--- config.mk ---
export PLATFORM = sky130hd
export DESIGN_NAME = hdmi_tx_config_sequencer_flat
export DESIGN_NICKNAME = d
export VERILOG_FILES = /design/src/rtl/hdmi_tx_config_sequencer_if.sv /design/src/rtl/hdmi_tx_config_sequencer.sv /design/src/flat_wrapper.sv
export SDC_FILE = /design/constraint.sdc
export NUM_CORES = 1
export LEC_CHECK = 0
export CORE_MARGIN = 2
export CORE_UTILIZATION = 45
export DETAILED_ROUTE_END_ITERATION = 8
export PLACE_DENSITY = 0.66
export SYNTH_ARGS = -nofsm -noshare
export SYNTH_HDL_FRONTEND = slang
export SYNTH_SLANG_ARGS = --single-unit
--- constraint.sdc ---
create_clock -name clk -period 3.4 [get_ports clk]
set_input_delay 0.68 -clock clk [delete_from_list [all_inputs] [get_ports clk]]
set_output_delay 0.68 -clock clk [all_outputs]
set_load 0.02 [all_outputs]
--- src/rtl/hdmi_tx_config_sequencer_if.sv ---
// Command channel between the HDMI config sequencer and its I2C write master.
// The master modport is the sequencer side; slave is the I2C engine side.
interface hdmi_tx_config_sequencer_if;
  logic       cmd_valid;
  logic       cmd_ready;
  logic [6:0] cmd_dev;
  logic [7:0] cmd_reg;
  logic [7:0] cmd_data;
  logic       cmd_done;
  logic       cmd_nack;

  modport master (
    output cmd_valid, cmd_dev, cmd_reg, cmd_data,
    input  cmd_ready, cmd_done, cmd_nack
  );

  modport slave (
    input  cmd_valid, cmd_dev, cmd_reg, cmd_data,
    output cmd_ready, cmd_done, cmd_nack
  );
endinterface

--- src/rtl/hdmi_tx_config_sequencer.sv ---
// Walks the ADV7513 register table as I2C byte-writes, retrying NACKs and
// replaying the whole table on every hot-plug edge.
module hdmi_tx_config_sequencer #(
  parameter int unsigned POWERUP_CYCLES = 500000,
  parameter int unsigned RETRY_GAP      = 50000,
  parameter int unsigned MAX_RETRIES    = 3,
  parameter logic [6:0]  DEV_ADDR       = 7'h39
) (
  input  logic                              clk,
  input  logic                              rst,
  input  logic                              hpd_event,
  hdmi_tx_config_sequencer_if.master        cmd,
  output logic                              busy,
  output logic                              cfg_done,
  output logic                              cfg_error
);

  localparam int unsigned TIMER_MAX   = (POWERUP_CYCLES > RETRY_GAP) ? POWERUP_CYCLES : RETRY_GAP;
  localparam int unsigned TW          = (TIMER_MAX > 1) ? $clog2(TIMER_MAX) : 1;
  localparam int unsigned RW          = (MAX_RETRIES > 0) ? $clog2(MAX_RETRIES + 1) : 1;
  localparam int unsigned IW          = 4;
  localparam int unsigned NUM_ENTRIES = 12;

  typedef enum logic [2:0] {
    S_WAIT_PWR, S_ISSUE, S_WAIT_ACK, S_RETRY_WAIT, S_DONE, S_ERROR
  } state_t;

  // {register, data} pairs in write order
  function automatic logic [15:0] table_entry(input logic [IW-1:0] i);
    case (i)
      4'd0:    return 16'h4110;
      4'd1:    return 16'h9803;
      4'd2:    return 16'h9AE0;
      4'd3:    return 16'h9C30;
      4'd4:    return 16'h9D61;
      4'd5:    return 16'hA2A4;
      4'd6:    return 16'hA3A4;
      4'd7:    return 16'hE0D0;
      4'd8:    return 16'hF900;
      4'd9:    return 16'h1500;
      4'd10:   return 16'h1630;
      4'd11:   return 16'hAF04;
      default: return 16'h0000;
    endcase
  endfunction

  state_t        state, state_n;
  logic [TW-1:0] timer, timer_n;
  logic [IW-1:0] index, index_n;
  logic [RW-1:0] retries, retries_n;
  logic          pending, pending_n;
  logic          restart;
  logic          hpd_s1, hpd_s2, hpd_s3;
  logic          hpd_rise;
  logic          valid_q, valid_n;
  logic [7:0]    reg_q, reg_n, data_q, data_n;
  logic          busy_n, cfg_done_n, cfg_error_n;
  logic [15:0]   entry_n;

  assign cmd.cmd_valid = valid_q;
  assign cmd.cmd_reg   = reg_q;
  assign cmd.cmd_data  = data_q;
  assign cmd.cmd_dev   = DEV_ADDR;

  // Two-flop synchroniser plus edge detect for the hot-plug line
  always_ff @(posedge clk or posedge rst) begin
    if (rst) begin
      hpd_s1 <= 1'b0;
      hpd_s2 <= 1'b0;
      hpd_s3 <= 1'b0;
    end else begin
      hpd_s1 <= hpd_event;
      hpd_s2 <= hpd_s1;
      hpd_s3 <= hpd_s2;
    end
  end

  assign hpd_rise = hpd_s2 & ~hpd_s3;

  always_ff @(posedge clk or posedge rst) begin
    if (rst) begin
      state     <= S_WAIT_PWR;
      timer     <= '0;
      index     <= '0;
      retries   <= '0;
      pending   <= 1'b0;
      valid_q   <= 1'b0;
      reg_q     <= '0;
      data_q    <= '0;
      busy      <= 1'b1;
      cfg_done  <= 1'b0;
      cfg_error <= 1'b0;
    end else begin
      state     <= state_n;
      timer     <= timer_n;
      index     <= index_n;
      retries   <= retries_n;
      pending   <= pending_n;
      valid_q   <= valid_n;
      reg_q     <= reg_n;
      data_q    <= data_n;
      busy      <= busy_n;
      cfg_done  <= cfg_done_n;
      cfg_error <= cfg_error_n;
    end
  end

  always_comb begin
    state_n   = state;
    timer_n   = timer;
    index_n   = index;
    retries_n = retries;
    pending_n = pending;
    restart   = 1'b0;

    case (state)
      S_WAIT_PWR: begin
        if (hpd_rise) begin
          restart = 1'b1;
        end else if (timer == TW'(POWERUP_CYCLES - 1)) begin
          state_n = S_ISSUE;
          timer_n = '0;
        end else begin
          timer_n = timer + TW'(1);
        end
      end
      // An accept in the same cycle as a hot-plug edge still goes out; restart follows its DONE
      S_ISSUE: begin
        if (valid_q && cmd.cmd_ready) begin
          state_n   = S_WAIT_ACK;
          pending_n = hpd_rise;
        end else if (hpd_rise) begin
          restart = 1'b1;
        end
      end
      S_WAIT_ACK: begin
        if (cmd.cmd_done) begin
          if (pending || hpd_rise) begin
            restart = 1'b1;
          end else if (!cmd.cmd_nack) begin
            if (index == IW'(NUM_ENTRIES - 1)) begin
              state_n = S_DONE;
            end else begin
              index_n   = index + IW'(1);
              retries_n = '0;
              state_n   = S_ISSUE;
            end
          end else if (retries == RW'(MAX_RETRIES)) begin
            state_n = S_ERROR;
          end else begin
            retries_n = retries + RW'(1);
            timer_n   = '0;
            state_n   = S_RETRY_WAIT;
          end
        end else if (hpd_rise) begin
          pending_n = 1'b1;
        end
      end
      S_RETRY_WAIT: begin
        if (hpd_rise) begin
          restart = 1'b1;
        end else if (timer == TW'(RETRY_GAP - 1)) begin
          state_n = S_ISSUE;
          timer_n = '0;
        end else begin
          timer_n = timer + TW'(1);
        end
      end
      S_DONE, S_ERROR: begin
        if (hpd_rise) restart = 1'b1;
      end
      default: state_n = S_WAIT_PWR;
    endcase

    if (restart) begin
      state_n   = S_WAIT_PWR;
      timer_n   = '0;
      index_n   = '0;
      retries_n = '0;
      pending_n = 1'b0;
    end

    // Registered outputs follow the state being entered
    entry_n     = table_entry(index_n);
    valid_n     = (state_n == S_ISSUE);
    reg_n       = valid_n ? entry_n[15:8] : reg_q;
    data_n      = valid_n ? entry_n[7:0]  : data_q;
    busy_n      = !((state_n == S_DONE) || (state_n == S_ERROR));
    cfg_done_n  = (state_n == S_DONE);
    cfg_error_n = (state_n == S_ERROR);
  end

endmodule

--- src/flat_wrapper.sv ---
// flat-port wrapper written by rule: the top's interface ports become plain ports
module hdmi_tx_config_sequencer_flat 
#(
  parameter int unsigned POWERUP_CYCLES = 500000,
  parameter int unsigned RETRY_GAP      = 50000,
  parameter int unsigned MAX_RETRIES    = 3,
  parameter logic [6:0]  DEV_ADDR       = 7'h39
)
  (clk, rst, hpd_event, busy, cfg_done, cfg_error, cmd_cmd_valid, cmd_cmd_dev, cmd_cmd_reg, cmd_cmd_data, cmd_cmd_ready, cmd_cmd_done, cmd_cmd_nack);
  hdmi_tx_config_sequencer_if cmd_i ();
  input  logic clk;
  input  logic rst;
  input  logic hpd_event;
  output logic busy;
  output logic cfg_done;
  output logic cfg_error;
  output wire logic [$bits(cmd_i.cmd_valid)-1:0] cmd_cmd_valid;
  output wire logic [$bits(cmd_i.cmd_dev)-1:0] cmd_cmd_dev;
  output wire logic [$bits(cmd_i.cmd_reg)-1:0] cmd_cmd_reg;
  output wire logic [$bits(cmd_i.cmd_data)-1:0] cmd_cmd_data;
  input wire logic [$bits(cmd_i.cmd_ready)-1:0] cmd_cmd_ready;
  input wire logic [$bits(cmd_i.cmd_done)-1:0] cmd_cmd_done;
  input wire logic [$bits(cmd_i.cmd_nack)-1:0] cmd_cmd_nack;
  assign cmd_cmd_valid = cmd_i.cmd_valid;
  assign cmd_cmd_dev = cmd_i.cmd_dev;
  assign cmd_cmd_reg = cmd_i.cmd_reg;
  assign cmd_cmd_data = cmd_i.cmd_data;
  assign cmd_i.cmd_ready = cmd_cmd_ready;
  assign cmd_i.cmd_done = cmd_cmd_done;
  assign cmd_i.cmd_nack = cmd_cmd_nack;
  hdmi_tx_config_sequencer #(.POWERUP_CYCLES(POWERUP_CYCLES), .RETRY_GAP(RETRY_GAP), .MAX_RETRIES(MAX_RETRIES), .DEV_ADDR(DEV_ADDR)) u_core (.clk(clk), .rst(rst), .hpd_event(hpd_event), .cmd(cmd_i), .busy(busy), .cfg_done(cfg_done), .cfg_error(cfg_error));
endmodule
# After elaboration in Yosys (flattened, before gate mapping)
# Memories as Yosys holds them, arrays and structs flattened. A register that Yosys moved wholly into a read port is not among the register bits.
# Cells that the tools add are included.
[classes] add_sub_neg=3 n_eq_ne=24 mux=45 n_bitwise=2 reduce_logical=14
[op_table] op="$mux 19" count=9
[op_table] op="$pmux 19 s3" count=1
[op_table] op="$mux 3" count=11
[op_table] op="$ne 3x2->1 const B" count=9
[op_table] op="$mux 4" count=6
[op_table] op="$add 19x1->19 const B" count=1
[op_table] op="$eq 19x16->1 const B" count=1
[op_table] op="$eq 19x19->1 const B" count=1
[op_table] op="$pmux 3 s5" count=1
[op_table] op="$mux 2" count=7
[op_table] op="$eq 3x3->1 const B" count=4
[op_table] op="$mux 1" count=8
[op_table] op="$reduce_and 7->1" count=1
[op_table] op="$eq 3x1->1 const B" count=2
[op_table] op="$eq 3x2->1 const B" count=2
[op_table] op="$ne 3x1->1 const B" count=2
[op_table] op="$reduce_and 5->1" count=1
[op_table] op="$add 4x1->4 const B" count=1
[op_table] op="$eq 4x4->1 const B" count=1
[op_table] op="$reduce_and 4->1" count=1
[op_table] op="$reduce_bool 2->1" count=2
[op_table] op="$reduce_bool 4->1" count=1
[op_table] op="$reduce_or 4->1" count=1
[op_table] op="$logic_not 3->1" count=1
[op_table] op="12 further kinds" count=13
[totals] ff_bits=44 romBits=240 output_inout_bits=27 wordCells=102 n_memories=1
[mem_list] name="(name not given)" depth=16 word_bits=15 read_ports=1 rd_clocked_by_memory_dff=1 wr=0 line_no="hdmi_tx_config_sequencer.sv:30" text="case (i)"

# Logic depth before layout (Yosys ltp)
[logic_depth] ltp_word=10 mapped_depth=12 ltp_nobuf=11

# Worst setup path after synthesis
# Ideal clock, no wire load.
[synth_timing] path_type="input to register" start="input cmd_cmd_done" end="register u_core.reg_q[1] (netlist: u_core.cmd.cmd_reg[1])" setup_time_ns=0.125 arrival_time_ns=2.796 path_slack_ns=0.479 path_stages=9 path_buffers=1 cell_sequence="or3b_2 -> a21oi_2 -> nor2_1 -> buf_2 -> or2_2 -> ha_1 -> o22ai_1 -> a22o_1 -> mux2_2"
[synth_between] elab_chain_cells=4 word_cells_on_any_way=9
[synth_lines] element="start, declared" line_no="flat_wrapper.sv:22" text="input wire logic [$bits(cmd_i.cmd_done)-1:0] cmd_cmd_done;"
[synth_lines] element="$mux 3 or $mux 1 (tied branches)" line_no="hdmi_tx_config_sequencer.sv:137" text="if (cmd.cmd_done) begin"
[synth_lines] element="$pmux 3 s5 or $pmux 1 s3 (tied branches)" line_no="hdmi_tx_config_sequencer.sv:116" text="case (state)"
[synth_lines] element="$mux 3" line_no="hdmi_tx_config_sequencer.sv:175" text="if (restart) begin"
[synth_lines] element="$eq 3x1->1" line_no="hdmi_tx_config_sequencer.sv:185" text="valid_n = (state_n == S_ISSUE);"
[synth_lines] element="end, declared" line_no="hdmi_tx_config_sequencer.sv:56" text="logic [7:0] reg_q, reg_n, data_q, data_n;"
# Parallel ways exist; a longest one is shown, timed or not.
# A chain may end at the register's enable or synchronous reset.

# Worst setup path in the final report
# Same ends and word-level chain as after synthesis.

==> results by group <==
Layout
  • Commonest cells after routing, fill and taps aside: 50 x dfrtp_1, 32 x nor2_1, 24 x clkdlybuf4s50_1
  • Antenna diodes: 0
  • Leading cell type in the layout, fill and taps excluded: dfrtp_1
  • Post-route cell area: 0.00362 sq mm
  • Fraction of layout cells with a size suffix above 1: 14.6%
  • Flip-flop count of the largest register after layout: 19
  • Area grow syn2layout: 16.0%
  • Fillcell total: 615
  • # nets final: 372

Routing
  • Drt wl/cell: 15.9 um
  • Residual DRC count: 0
  • Routed WL: 6.94 mm
  • DR iter-0 viols: 153
  • Avg Vias per Cell: 5.77
  • Final antenna-violating net count: 0
  • Via Count: 2521
  • Initial DRT Pass Iterations: 5

CTS
  • CTS root buf: clkbuf_8
  • # clock sinks: 51
  • Hold-fix buffers at CTS: 0
  • CTS tree: built
  • Post-CTS Setup Bufs: 0
  • Post_cts resized: 0
  • Clk slew on worst S/H paths: 100 ps
  • Num CTS Buffers: 5
  • Clock Latency Late Sink: 310 ps
  • CTS Buffer Depth: 2
  • CTS H-tree lvls: 2

Floorplanning
  • Die ar.: 0.00762 sq mm
  • Core ar.: 0.00676 sq mm
  • Initial Util: 46.2%
  • FP Rows: 30
  • Die width: 87.3 um
  • Die height: 87.3 um
  • Boundary Pins: 33

STA
  • Final setup vio count: 0
  • Rel. slew slack: 52.0%
  • Slew @ Worst Pin: 719 ps
  • Final Max Tran Viols: 0
  • Hold Fails Final Rpt: 0
  • Max Clock Skew: 8.73 ps
  • Fmax: 333 MHz
  • Total negative slack: 0 ps
  • Crit path time final: 3000 ps
  • Unrepaired setup endpoints after global routing: no
  • Tcrit/Tclk final: 88.4%

Global route
  • Vias in the first global route: 2401
  • First-pass GRT wire length: 11.7 mm
  • Pin count of the biggest net entering global routing: 22
  • Initial antenna violation count: 0
  • Remaining Overflow, GRT: 0
  • Tot GR Track Use: 19.5%

Yosys
  • Sequential area share after synthesis: 40.9%
  • Synthesized area: 0.00312 sq mm
  • Post-synth EDFFs: 0
  • Post-synthesis compound-gate area fraction: 13.6%
  • Cells after Synth: 323
  • Syn Area/Cell: 9.67 sq um
  • Ys async rst share: 100%
  • Synth Area in Simple Gates: 24.6%
  • Register bit count reported by yosys: 51
  • Main combinational cell family by area after synthesis: simple AND/OR/NAND/NOR gates
  • Xor/xnor cell area share of the yosys netlist: 4.77%
  • Yosys warns: 0
  • Adder-cell share of the synthesized area: 4.01%
  • Top_reg_cell synth: dfrtp_1
  • Multiplexer area fraction after synthesis: 6.65%
  • Yosys cell types: 65

Outcome
  • Status: finished, final reports clean

Flow run
  • Number of max-cap violations: 0

Power and ir drop
  • Pwr Density: 413 mW/mm^2
  • Leakage: 1.60 nW
  • VDD IR max: 210 uV

Critical path
  • Critical Path AT: 3200 ps
  • Crit path capture type: flop
  • Worst path required time: 3590 ps
  • Crit Path Category: in2reg
  • Crit Path Max Fanout: 7
  • Setup crit start kind: input pin

Place
  • DP Area: 0.00349 sq mm
  • GPL Wtd Cong: 0.941
  • Port Buffers: 24
  • Final HPWL DP: 5.09 mm

Worst hold path
  • HP Class: reg2reg
## metal layers
metal | global-route usage [%] | part of all wire, %
met5 | 0 | 0
met2 | 28.2 | 44
met3 | 3.13 | 4.7
met4 | 5.31 | 0.75
met1 | 30.0 | 50
## layout make-up
| class | count | area, sq um | share of cell area (%) |
|---|---|---|---|
| Sequential cell | 51 | 1280 | 35.3 |
| Clock buffer | 6 | 72.6 | 2.00 |
| Multi-Input combinational cell | 247 | 1710 | 47.1 |
| Tap cell | 80 | 100 | 2.76 |
| Inverter | 10 | 37.5 | 1.04 |
| Timing Repair Buffer | 41 | 368 | 10.2 |
| Clock inverter | 2 | 60.1 | 1.66 |
## stage by stage
step / power, mW / worst slack [ps] / hold slack, ps / std cells / util [%]
5_1_grt: 1.57 / 316 / 388 / 437 / 53.6
3_5_place_dp: 1.01 / 116 / 350 / 429 / 51.6
3_3_place_gp: 1.01 / 125 / 343 / 429 / 51.6
4_1_cts: 1.51 / 431 / 376 / 437 / 53.6
6_report: 1.50 / 395 / 367 / 437 / 53.6
2_1_floorplan: 0.889 / 479 / 331 / 329 / -
## cell usage after synthesis (all sizes together), types with 2 or more instances
master	count	area, sq um
o21ai	9	45.0
a21oi	12	75.1
xor2	3	26.3
a41oi	3	26.3
a31o	3	26.3
conb	2	7.51
inv	10	37.5
nor4	5	31.3
or4	2	15.0
or2	4	25.0
a32o	2	20.0
a32oi	3	26.3
xnor2	14	123
o22ai	3	18.8
nand4b	4	35.0
nor4b	3	32.5
a22o	5	43.8
nand2b	6	37.5
buf	15	100
and3	5	36.3
ha	10	125
nor3	13	70.1
nand4	8	50.1
nor2b	10	62.6
mux2i	8	80.1
or3b	2	17.5
nor2	32	120
nor3b	3	22.5
dfrtp	50	1250
nand3	10	62.6
o2bb2ai	2	17.5
a22oi	2	15.0
a21boi	2	15.0
nand2	21	78.8
clkbuf	6	23.8
mux2	10	128
or3	3	18.8
nand3b	3	22.5
## where the power goes
group | internal, mW | switching [mW]
combinational | 0.139 | 0.152
sequential | 0.667 | 0.0408
clock | 0.294 | 0.203
total | 1.10 | 0.396
## critical path, stage by stage
cell,delay (ps)
clkdlybuf4s50_1,440
or3b_2,470
a21oi_2,190
nor2_1,100
or2_2,360
ha_1,400
o22ai_1,120
a22o_1,200
mux2_2,250
## worst paths after layout
check / endpoint / slack [ps] / cells after the start / startpoint
min in group asynchronous: u_core.cmd.cmd_reg[3] / 670 / 2 / rst
worst min register to register: u_core.hpd_s2 / 370 / 0 / u_core.hpd_s1
worst max-delay path: u_core.cmd.cmd_reg[1] / 400 / 9 / cmd_cmd_done
max in group asynchronous: u_core.busy / 2050 / 3 / rst
worst min-delay path: u_core.hpd_s2 / 370 / 0 / u_core.hpd_s1
worst max register to register: u_core.cmd.cmd_reg[1] / 600 / 8 / u_core.state[0]
## logic make-up after synthesis
| kind of cell | count (synthesis) |
|---|---|
| AO/OA/AOI/OAI | 57 |
| XOR/XNOR | 17 |
| adder cells (fa/ha/maj) | 10 |
| buffers and inverters | 31 |
| flip-flops | 51 |
| multiplexers | 18 |
| other | 2 |
| AND/OR/NAND/NOR | 137 |
(Power assumes the default switching activity.)
